File: src/rtl/qerv_mdu.sv
// qerv_mdu -- iterative RV32M multiply/divide unit for the qerv extension port.
//
// A request is accepted in IDLE when i_mdu_valid is high. Operand magnitudes
// are latched, 32 shift-add (multiply) or restoring (divide) steps run in BUSY,
// and the sign-corrected result is presented in DONE with a one-cycle
// o_mdu_ready pulse. Every op takes exactly 33 cycles from the start cycle.
//
// Ports:
//   clk          clock, rising edge
//   i_rst        synchronous active-high reset
//   i_mdu_valid  request valid (core o_mdu_valid)
//   i_mdu_rs1    operand A (core o_ext_rs1)
//   i_mdu_rs2    operand B (core o_ext_rs2)
//   i_mdu_op     funct3: MUL/MULH/MULHSU/MULHU/DIV/DIVU/REM/REMU
//   o_mdu_rd     result word, held until the next completion (core i_ext_rd)
//   o_mdu_ready  one-cycle result-valid pulse (core i_ext_ready)
`timescale 1ns/1ps

module qerv_mdu (
    input  logic        clk,
    input  logic        i_rst,
    input  logic        i_mdu_valid,
    input  logic [31:0] i_mdu_rs1,
    input  logic [31:0] i_mdu_rs2,
    input  logic [2:0]  i_mdu_op,
    output logic [31:0] o_mdu_rd,
    output logic        o_mdu_ready
);

    typedef enum logic [1:0] {
        S_IDLE = 2'd0,
        S_BUSY = 2'd1,
        S_DONE = 2'd2
    } state_t;

    state_t      r_state;
    state_t      w_state_next;

    logic [2:0]  r_op;
    logic [63:0] r_acc;      // multiply: {partial high, multiplier}; divide: {remainder, quotient}
    logic [31:0] r_b;        // multiplicand magnitude or divisor magnitude
    logic        r_neg_q;    // negate product / quotient at the end
    logic        r_neg_r;    // negate remainder at the end
    logic        r_dz;       // divisor was zero
    logic [4:0]  r_cnt;

    // Operand decode at the start cycle
    logic        w_rs1_signed;
    logic        w_rs2_signed;
    logic        w_neg1;
    logic        w_neg2;
    logic [31:0] w_mag1;
    logic [31:0] w_mag2;

    assign w_rs1_signed = (i_mdu_op == 3'b001) || (i_mdu_op == 3'b010) ||
                          (i_mdu_op == 3'b100) || (i_mdu_op == 3'b110);
    assign w_rs2_signed = (i_mdu_op == 3'b001) || (i_mdu_op == 3'b100) ||
                          (i_mdu_op == 3'b110);
    assign w_neg1 = w_rs1_signed & i_mdu_rs1[31];
    assign w_neg2 = w_rs2_signed & i_mdu_rs2[31];
    // 0x80000000 negates to itself, which is the correct unsigned magnitude.
    assign w_mag1 = w_neg1 ? (32'd0 - i_mdu_rs1) : i_mdu_rs1;
    assign w_mag2 = w_neg2 ? (32'd0 - i_mdu_rs2) : i_mdu_rs2;

    // One iteration step
    logic [32:0] w_sum;       // multiply partial add
    logic [32:0] w_rem_sh;    // remainder shifted left with next dividend bit
    logic [32:0] w_diff;      // trial subtraction
    logic [63:0] w_acc_next;

    assign w_sum    = {1'b0, r_acc[63:32]} + {1'b0, r_b};
    assign w_rem_sh = r_acc[63:31];
    // The shifted remainder is below twice the divisor, so the 33-bit
    // difference always fits and bit 32 is its sign.
    assign w_diff   = w_rem_sh - {1'b0, r_b};

    always_comb begin
        w_acc_next = r_acc;
        if (r_op[2]) begin
            if (!w_diff[32]) begin
                w_acc_next = {w_diff[31:0], r_acc[30:0], 1'b1};
            end else begin
                w_acc_next = {r_acc[62:0], 1'b0};
            end
        end else begin
            if (r_acc[0]) begin
                w_acc_next = {w_sum, r_acc[31:1]};
            end else begin
                w_acc_next = {1'b0, r_acc[63:1]};
            end
        end
    end

    // Result selection with sign correction, taken from the final step's
    // accumulator so the result is registered on entry to DONE.
    logic [63:0] w_prod_fix;
    logic [31:0] w_quot_fix;
    logic [31:0] w_rem_fix;
    logic [31:0] w_result;

    assign w_prod_fix = r_neg_q ? (64'd0 - w_acc_next) : w_acc_next;
    assign w_quot_fix = r_neg_q ? (32'd0 - w_acc_next[31:0]) : w_acc_next[31:0];
    assign w_rem_fix  = r_neg_r ? (32'd0 - w_acc_next[63:32]) : w_acc_next[63:32];

    always_comb begin
        w_result = 32'd0;
        case (r_op)
            3'b000:                 w_result = w_prod_fix[31:0];
            3'b001, 3'b010, 3'b011: w_result = w_prod_fix[63:32];
            // Divide by zero yields an all-ones quotient magnitude; its
            // negation is suppressed so both DIV and DIVU return 0xFFFFFFFF.
            3'b100, 3'b101:         w_result = r_dz ? 32'hFFFF_FFFF : w_quot_fix;
            default:                w_result = w_rem_fix;
        endcase
    end

    // FSM state register
    always_ff @(posedge clk) begin
        if (i_rst) begin
            r_state <= S_IDLE;
        end else begin
            r_state <= w_state_next;
        end
    end

    // FSM next state
    always_comb begin
        w_state_next = r_state;
        case (r_state)
            S_IDLE:  if (i_mdu_valid) w_state_next = S_BUSY;
            S_BUSY:  if (r_cnt == 5'd31) w_state_next = S_DONE;
            S_DONE:  w_state_next = S_IDLE;
            default: w_state_next = S_IDLE;
        endcase
    end

    // Datapath
    always_ff @(posedge clk) begin
        if (i_rst) begin
            r_op        <= 3'd0;
            r_acc       <= 64'd0;
            r_b         <= 32'd0;
            r_neg_q     <= 1'b0;
            r_neg_r     <= 1'b0;
            r_dz        <= 1'b0;
            r_cnt       <= 5'd0;
            o_mdu_rd    <= 32'd0;
            o_mdu_ready <= 1'b0;
        end else begin
            o_mdu_ready <= 1'b0;
            case (r_state)
                S_IDLE: begin
                    if (i_mdu_valid) begin
                        r_op    <= i_mdu_op;
                        r_acc   <= {32'd0, w_mag1};
                        r_b     <= w_mag2;
                        r_neg_q <= w_neg1 ^ w_neg2;
                        r_neg_r <= w_neg1;
                        r_dz    <= (i_mdu_rs2 == 32'd0);
                        r_cnt   <= 5'd0;
                    end
                end
                S_BUSY: begin
                    r_acc <= w_acc_next;
                    r_cnt <= r_cnt + 5'd1;
                    if (r_cnt == 5'd31) begin
                        o_mdu_rd    <= w_result;
                        o_mdu_ready <= 1'b1;
                    end
                end
                default: begin
                end
            endcase
        end
    end

endmodule

File: config.mk
export PLATFORM = sky130hd
export DESIGN_NAME = qerv_mdu
export DESIGN_NICKNAME = d
export VERILOG_FILES = /design/src/rtl/qerv_mdu.sv
export SDC_FILE = /design/constraint.sdc
export NUM_CORES = 1
export LEC_CHECK = 0
export BUFFER_PORTS_ARGS = -buffer_cell sky130_fd_sc_hd__buf_2
export CORE_MARGIN = 4
export CORE_UTILIZATION = 45
export DETAILED_ROUTE_END_ITERATION = 16
export PLACE_DENSITY = 0.7
export REMOVE_ABC_BUFFERS = 1
export SETUP_SLACK_MARGIN = 0.05
export SLEW_MARGIN = 20
export SYNTH_ARGS = -nofsm -noshare
export SYNTH_HDL_FRONTEND = slang
export SYNTH_SLANG_ARGS = --single-unit
File: constraint.sdc
create_clock -name clk -period 5.13 [get_ports clk]
set_input_delay 0.513 -clock clk [delete_from_list [all_inputs] [get_ports clk]]
set_output_delay 0.513 -clock clk [all_outputs]
set_load 0.05 [all_outputs]
==> out/summary.txt, run 1 <==
number of diodes = 0
CP Data Required Time = 5.50 ns
global route total overflow = 0
Nets = 2320
sequential area share after synthesis = 19.1%
top cells by area, synth = dfxtp_1 (19%), nor2_1 (6.2%), a21oi_1 (6.2%)
Yosys top cell area share = 19.1%
Yosys warnings = 0
post-layout util = 52.2%
via count = 16585
DRT Pass-1 Iters = 6
Gate Count Post-Synth = 2092
Avg Inst Size Synth = 7.12 um^2
Die H = 190 um
status = finished, final reports clean
Ports = 103
dpl hpwl = 41800 um
Skew-Pair Late Insertion Delay = 0.46 ns
Syn Std Cell Area = 0.0149 mm^2
most frequent CP cell = buf_4
simple-gate portion of the synthesized area = 23.2%
GRT Total Usage = 30.0%
peak supply drop = 0.000235 V
clock period minus worst slack = 4.93 ns
Final Wtd Congestion = 0.965
initial antenna violation count = 0
final hold violations = 0
worst path arrival time = 5.30 ns
Post-DRT Antenna Nets = 0
DRC viols = 0
Compound-Gate Fraction of Synth Area = 32.0%
CP cell instances = inv_1 > ha_1 > fa_1 > nor2b_4 > o311a_4 > o2111ai_2 > a211oi_4 > o21ai_4 > buf_4 > and4_1 > o31a_1 > nor3b_2 > nand4_2 > buf_12 > o41ai_1 > buf_4 > xnor2_1 > a21oi_1 > a211oi_1
Rows = 66
Metal-1 WL = 25100 um
layout cell share with drive strength beyond 1 = 15.1%
port bufs = 102
MaxCap Viol Count = 0
Placement Setup Slack = 0.131 ns
synth cell count leaders = nor2_1 (246), nand2_1 (203), a21oi_1 (184)
LEAKAGE = 6.67 nW
vias in the first global route = 15440
Netlist cell types = 99
DRT iter0 DRCs = 1647
nature of the critical path startpoint = flip-flop
actual slew at the worst max-slew pin = 1.12 ns
number of H-tree levels = 4
slowest stage cell on the critical path = a211oi_4
Die Wd = 190 um
Sink Count = 142
Setup crit end kind = flip-flop
Clock Skew = 0.0150 ns
worst setup path class = flip-flop to flip-flop
FMAX = 203 MHz
core area = 0.0326 mm^2
pin count of the biggest net entering global routing = 73
Pwr Density = 258 mW/mm^2
mean routed wirelength per cell = 21.1 um
max-slew violations = 0
final wirelength = 55500 um
count leader, synth = nor2_1
DR vias/cell = 6.30
Critical Path Fanout Max = 14
max-slew headroom at the worst pin = 25.3%
Synth Area in Adders = 6.07%
largest family of logic cells by synthesized area = compound AO/OA/AOI/OAI gates
Synth Flop Type = dfxtp_1
ys async rst share = 0%
Tcrit/Tclk final = 96.1%
Synth Register Bits = 142
Layout area overhead = 14.4%
met2 WL = 24800 um
Highest Signal Layer = met4
CTS Buf Count = 17
area leader, netlist = dfxtp_1
Post-synth EDFFs = 0
Final WS setup = 0.200 ns
mux cell area share after synthesis = 3.45%
Clock transition at path regs = 0.08 ns
Total Die Area = 0.0361 mm^2
Hold Crit Class = input pin to flip-flop
XOR/XNOR Fraction of Synth Area = 10.2%
Max Root-Sink Buffers = 2
first-pass GRT wire length = 86600 um
CTS tree = built
Setup Viol. Count Final = 0
Starting Density = 45.7%
Root Driver = clkbuf_16
slowest stage delay, CP = 0.49 ns
RSZ-0062 raised after global routing = no
metal3 WL = 3850 um
post-layout power = 4.40 mW
==> worst paths after layout <==
kind,from,end,slack [ns],cells past startpoint
hold / removal,i_mdu_op[1],r_op[1]$_SDFFE_PP0P_,0.31,3
setup / recovery,r_acc[31]$_SDFFE_PP0P_,o_mdu_rd[31]$_SDFFE_PP0P_,0.20,19
hold reg to reg,o_mdu_rd[3]$_SDFFE_PP0P_,o_mdu_rd[3]$_SDFFE_PP0P_,0.47,2
setup reg to reg,r_acc[31]$_SDFFE_PP0P_,o_mdu_rd[31]$_SDFFE_PP0P_,0.20,19
==> worst max-delay path: cells and delay by family (launching register included) <==
family                     cells  cell delay [ns]
DFF                            1             0.40
AOI/OAI and AO/OA              8             2.12
xor gates and xnor gates       1             0.13
adders and majority gates      2             0.70
buffers and inverters          4             0.75
and+or+nand+nor                4             0.73
==> state kept, by name (all words and copies together) (netlist names) <==
signal       flops
r_b             32
r_state          2
o_mdu_rd        32
r_neg_q          1
r_cnt            5
r_acc           64
o_mdu_ready      1
r_dz             1
r_op             3
r_neg_r          1
==> cells in the final DEF (no fill, tap or decap), types with 15 or more instances in the layout <==
| master | netlist | routed |
|---|---|---|
| or3_1 | 24 | 24 |
| a21o_1 | 28 | 28 |
| nor2b_1 | 18 | 16 |
| nand3_1 | 64 | 63 |
| buf_2 | 14 | 101 |
| inv_1 | 76 | 76 |
| xor2_1 | 69 | 69 |
| buf_4 | 3 | 102 |
| a31oi_1 | 31 | 30 |
| dfxtp_1 | 142 | 139 |
| o211ai_1 | 19 | 19 |
| nand2b_1 | 17 | 15 |
| nor2_1 | 246 | 245 |
| o31ai_1 | 33 | 32 |
| and3_1 | 18 | 18 |
| o21a_1 | 17 | 17 |
| nand2_1 | 203 | 203 |
| a221oi_1 | 40 | 36 |
| o21ai_0 | 133 | 131 |
| nand4_1 | 22 | 22 |
| mux2i_1 | 41 | 41 |
| a211oi_1 | 63 | 63 |
| xnor2_1 | 104 | 104 |
| clkbuf_16 | 0 | 17 |
| nor3_1 | 52 | 49 |
| ha_1 | 69 | 69 |
| and2_1 | 16 | 16 |
| a21oi_1 | 184 | 183 |
==> per-stage QoR <==
step | TNS [ns] | cells | instance area [um^2] | hold WS (ns)
6_report | 0 | 2634 | 17000 | 0.313
5_1_grt | 0 | 2634 | 17000 | 0.339
4_1_cts | 0 | 2627 | 16800 | 0.304
3_5_place_dp | 0 | 2595 | 16100 | 0.452
3_3_place_gp | 0 | 2595 | 16100 | 0.449
2_1_floorplan | -46.46 | 1953 | 14300 | 0.443
==> layer usage <==
layer | track usage (%) | vias to the layer above
met1 | 41.8 | 7968
met5 | 0 | -
met4 | 10.4 | 0
met3 | 5.17 | 108
li1 | - | 7857
met2 | 46.8 | 652
==> area by class of cell <==
cell class	instances	area, um^2
Tap cell	442	553
Multi-Input combinational cell	1734	11400
Fill cell	3258	15600
Sequential cell	142	2850
Inverter	77	289
Timing Repair Buffer	207	1340
Clock buffer	18	439
Clock inverter	14	180
==> repair_timing <==
item / CTS / global route
resized for setup: 0 / 37
hold buffers: 0 / 0
setup endpoints to repair: 0 / 24
setup buffers: 0 / 7
hold endpoints to repair: 0 / 0
==> report_power, final <==
| group | leakage [nW] | switching (mW) | internal (mW) |
|---|---|---|---|
| Sequential | 1.16 | 0.0675 | 1.16 |
| Clock | 0.304 | 0.579 | 0.789 |
| Combinational | 5.21 | 1.13 | 0.674 |
==> kinds of logic (layout without fill, tap and decap cells) <==
family | after synthesis | count (layout)
AOI/OAI and AO/OA | 701 | 701
xor gates and xnor gates | 173 | 173
adders and majority gates | 71 | 71
buffers and inverters | 216 | 316
DFF | 142 | 142
muxes | 50 | 50
and+or+nand+nor | 739 | 739
Power figures use the tool's default switching activity.
==> run 2: changes to the inputs <==
--- a/config.mk
+++ b/config.mk
@@ -6,7 +6,7 @@
 export NUM_CORES = 1
 export LEC_CHECK = 0
 export BUFFER_PORTS_ARGS = -buffer_cell sky130_fd_sc_hd__buf_2
-export CORE_MARGIN = 4
+export CORE_MARGIN = 1.5
 export CORE_UTILIZATION = 45
 export DETAILED_ROUTE_END_ITERATION = 16
 export PLACE_DENSITY = 0.7
==> run 2 against run 1 <==
Setup slack gained 0.069 ns. Flip-flop and latch count is the same. Highest routed layer unchanged. Hold slack improved by 0.026 ns. Global-route usage up 1.9 points. Die area shrank 5.2%. Sequential share of layout area rose by 0.15 points. Combinational power barely moved. Critical path depth decreased by 2. Largest cell class unchanged. Sequential power is essentially flat.
==> out/summary.txt, run 2 (synthesis gave the netlist of run 1 again) <==
Biggest register = r_acc (unchanged)
actual slew at the worst max-slew pin = 0.873 ns (was 1.12 ns)
DRC viols = 0 (unchanged)
CTS tree = built (unchanged)
GRT Total Usage = 31.9% (was 30.0%)
Rows = 66 (unchanged)
Nets = 2321 (was 2320)
Tcrit/Tclk final = 94.8% (was 96.1%)
FMAX = 206 MHz (was 203 MHz)
Skew-Pair Late Insertion Delay = 0.44 ns (was 0.46 ns)
Critical Path Fanout Max = 8 (was 14)
max reg flops = 64 (unchanged)
mean routed wirelength per cell = 21.0 um (was 21.1 um)
Worst Hold Depth = 3 (unchanged)
r2r worst-path depth = 17 (was 19)
Worst R2R Start = r_b[27]$_SDFFE_PP0P_ (was r_acc[31]$_SDFFE_PP0P_)
peak supply drop = 0.000251 V (was 0.000235 V)
RR Endpoint = o_mdu_rd[25]$_SDFFE_PP0P_ (was o_mdu_rd[31]$_SDFFE_PP0P_)
commonest non-fill, non-tap cell in the layout = nor2_1 (unchanged)
vias in the first global route = 15302 (was 15440)
Final WS setup = 0.269 ns (was 0.200 ns)
Die H = 185 um (was 190 um)
final wirelength = 55300 um (was 55500 um)
number of diodes = 0 (unchanged)
CTS Buf Count = 17 (unchanged)
Setup crit end kind = flip-flop (unchanged)
critical hold path startpoint = i_mdu_op[2] (was i_mdu_op[1])
max-slew headroom at the worst pin = 41.8% (was 25.3%)
RSZ-0062 raised after global routing = yes (was no)
Placement Setup Slack = 0.106 ns (was 0.131 ns)
most frequent cells in the layout = nor2_1 (245), nand2_1 (202), a21oi_1 (183) (was nor2_1 (245), nand2_1 (203), a21oi_1 (183))
post-layout power = 4.27 mW (was 4.40 mW)
global route total overflow = 0 (unchanged)
initial antenna violation count = 0 (unchanged)
worst setup path class = flip-flop to flip-flop (unchanged)
number of H-tree levels = 4 (unchanged)
core area = 0.0325 mm^2 (was 0.0326 mm^2)
Starting Density = 45.8% (was 45.7%)
clock period minus worst slack = 4.86 ns (was 4.93 ns)
pin count of the biggest net entering global routing = 73 (unchanged)
final hold violations = 0 (unchanged)
hold_buf cts = 0 (unchanged)
Clock Skew = 0.0144 ns (was 0.0150 ns)
Root Driver = clkbuf_16 (unchanged)
CP Data Required Time = 5.40 ns (was 5.50 ns)
Final Wtd Congestion = 0.948 (was 0.965)
Top Registers = r_acc (64), o_mdu_rd (32), r_b (32) (unchanged)
via count = 16757 (was 16585)
port bufs = 102 (unchanged)
Setup Viol. Count Final = 0 (unchanged)
Layout area overhead = 13.4% (was 14.4%)
WHS Endpoint = r_op[2]$_SDFFE_PP0P_ (was r_op[1]$_SDFFE_PP0P_)
DRT Pass-1 Iters = 8 (was 6)
Die Wd = 185 um (was 190 um)
worst path arrival time = 5.13 ns (was 5.30 ns)
Sink Count = 142 (unchanged)
Max Root-Sink Buffers = 2 (unchanged)
Hold Crit Class = input pin to flip-flop (unchanged)
Clock transition at path regs = 0.07 ns (was 0.08 ns)
MaxCap Viol Count = 0 (unchanged)
layout cell share with drive strength beyond 1 = 14.8% (was 15.1%)
max-slew violations = 0 (unchanged)
Pwr Density = 253 mW/mm^2 (was 258 mW/mm^2)
DR vias/cell = 6.36 (was 6.30)
first-pass GRT wire length = 85100 um (was 86600 um)
Post-DRT Antenna Nets = 0 (unchanged)
Total Die Area = 0.0342 mm^2 (was 0.0361 mm^2)
LEAKAGE = 6.61 nW (was 6.67 nW)
nature of the critical path startpoint = flip-flop (unchanged)
status = finished, final reports clean (unchanged)
DRT iter0 DRCs = 1842 (was 1647)
Reg2Reg Setup Slack = 0.27 ns (was 0.20 ns)
dpl hpwl = 41500 um (was 41800 um)
Ports = 103 (unchanged)
[run 2: timing repair]
| action | 4_1_cts | 5_1_grt |
|---|---|---|
| gates cloned | 0 | 0 |
| pin swaps | 0 | 1 |
| gates resized for setup | 1 | 23 |
| setup endpoints to repair | 1 | 22 |
| setup buffers | 0 | 0 |
[run 2: metrics by stage]
stage	hold WS [ns]	cells	area (um^2)	utilization [%]	TNS, ns
floorplan	0.443	1953	14300	-	-46.46
global placement	0.444	2602	16200	49.6	0
detailed placement	0.455	2602	16200	49.6	0
CTS	0.328	2634	16700	51.4	0
global route	0.324	2635	16900	51.9	0
finish	0.339	2635	16900	51.9	0
[run 2: worst max-delay path, cell delays in order, from the launching register on]
cell and delay (ns):
dfxtp_1 0.36, inv_1 0.06, ha_1 0.37, a21o_1 0.24
a311oi_2 0.30, a21bo_2 0.28, a221o_1 0.47, o21ai_4 0.35
buf_4 0.22, nand3_1 0.11, a221o_1 0.40, a211oi_2 0.28
nand3_2 0.21, buf_4 0.23, o31ai_1 0.28, xnor2_1 0.10
a22oi_1 0.29, a31oi_1 0.15
[run 2: how the worst max path moves through the flow]
stage	startpoint	to	slack [ns]
6_report	r_b[27]$_SDFFE_PP0P_	o_mdu_rd[25]$_SDFFE_PP0P_	0.27
5_1_grt	r_acc[32]$_SDFFE_PP0P_	o_mdu_rd[25]$_SDFFE_PP0P_	0.03
4_1_cts	r_acc[31]$_SDFFE_PP0P_	o_mdu_rd[31]$_SDFFE_PP0P_	0.12
3_5_place_dp	r_b[23]$_SDFFE_PP0P_	o_mdu_rd[28]$_SDFFE_PP0P_	0.11
3_3_place_gp	r_b[23]$_SDFFE_PP0P_	o_mdu_rd[28]$_SDFFE_PP0P_	0.25
2_1_floorplan	r_op[2]$_SDFFE_PP0P_	o_mdu_rd[28]$_SDFFE_PP0P_	-1.95
[run 2: cell type report]
type,instances,area [um^2]
sequential,142,2850
clock inverter,12,111
clock buffer,20,457
inverter,77,289
multi-input combinational,1734,11300
fill,3300,15700
tap,442,553
timing repair buffer,208,1330
[run 2: power breakdown]
group	internal [mW]	switching [mW]	leakage (nW)
Combinational	0.664	1.12	5.19
Clock	0.696	0.567	0.261
Sequential	1.16	0.0623	1.16
Total	2.52	1.75	6.61
[run 2: routing by layer]
metal / share of wire [%] / global-route usage [%]
met4: 2.5 / 10.3
met1: 44 / 44.0
met2: 45 / 50.2
met5: 0 / 0
met3: 8.7 / 5.66
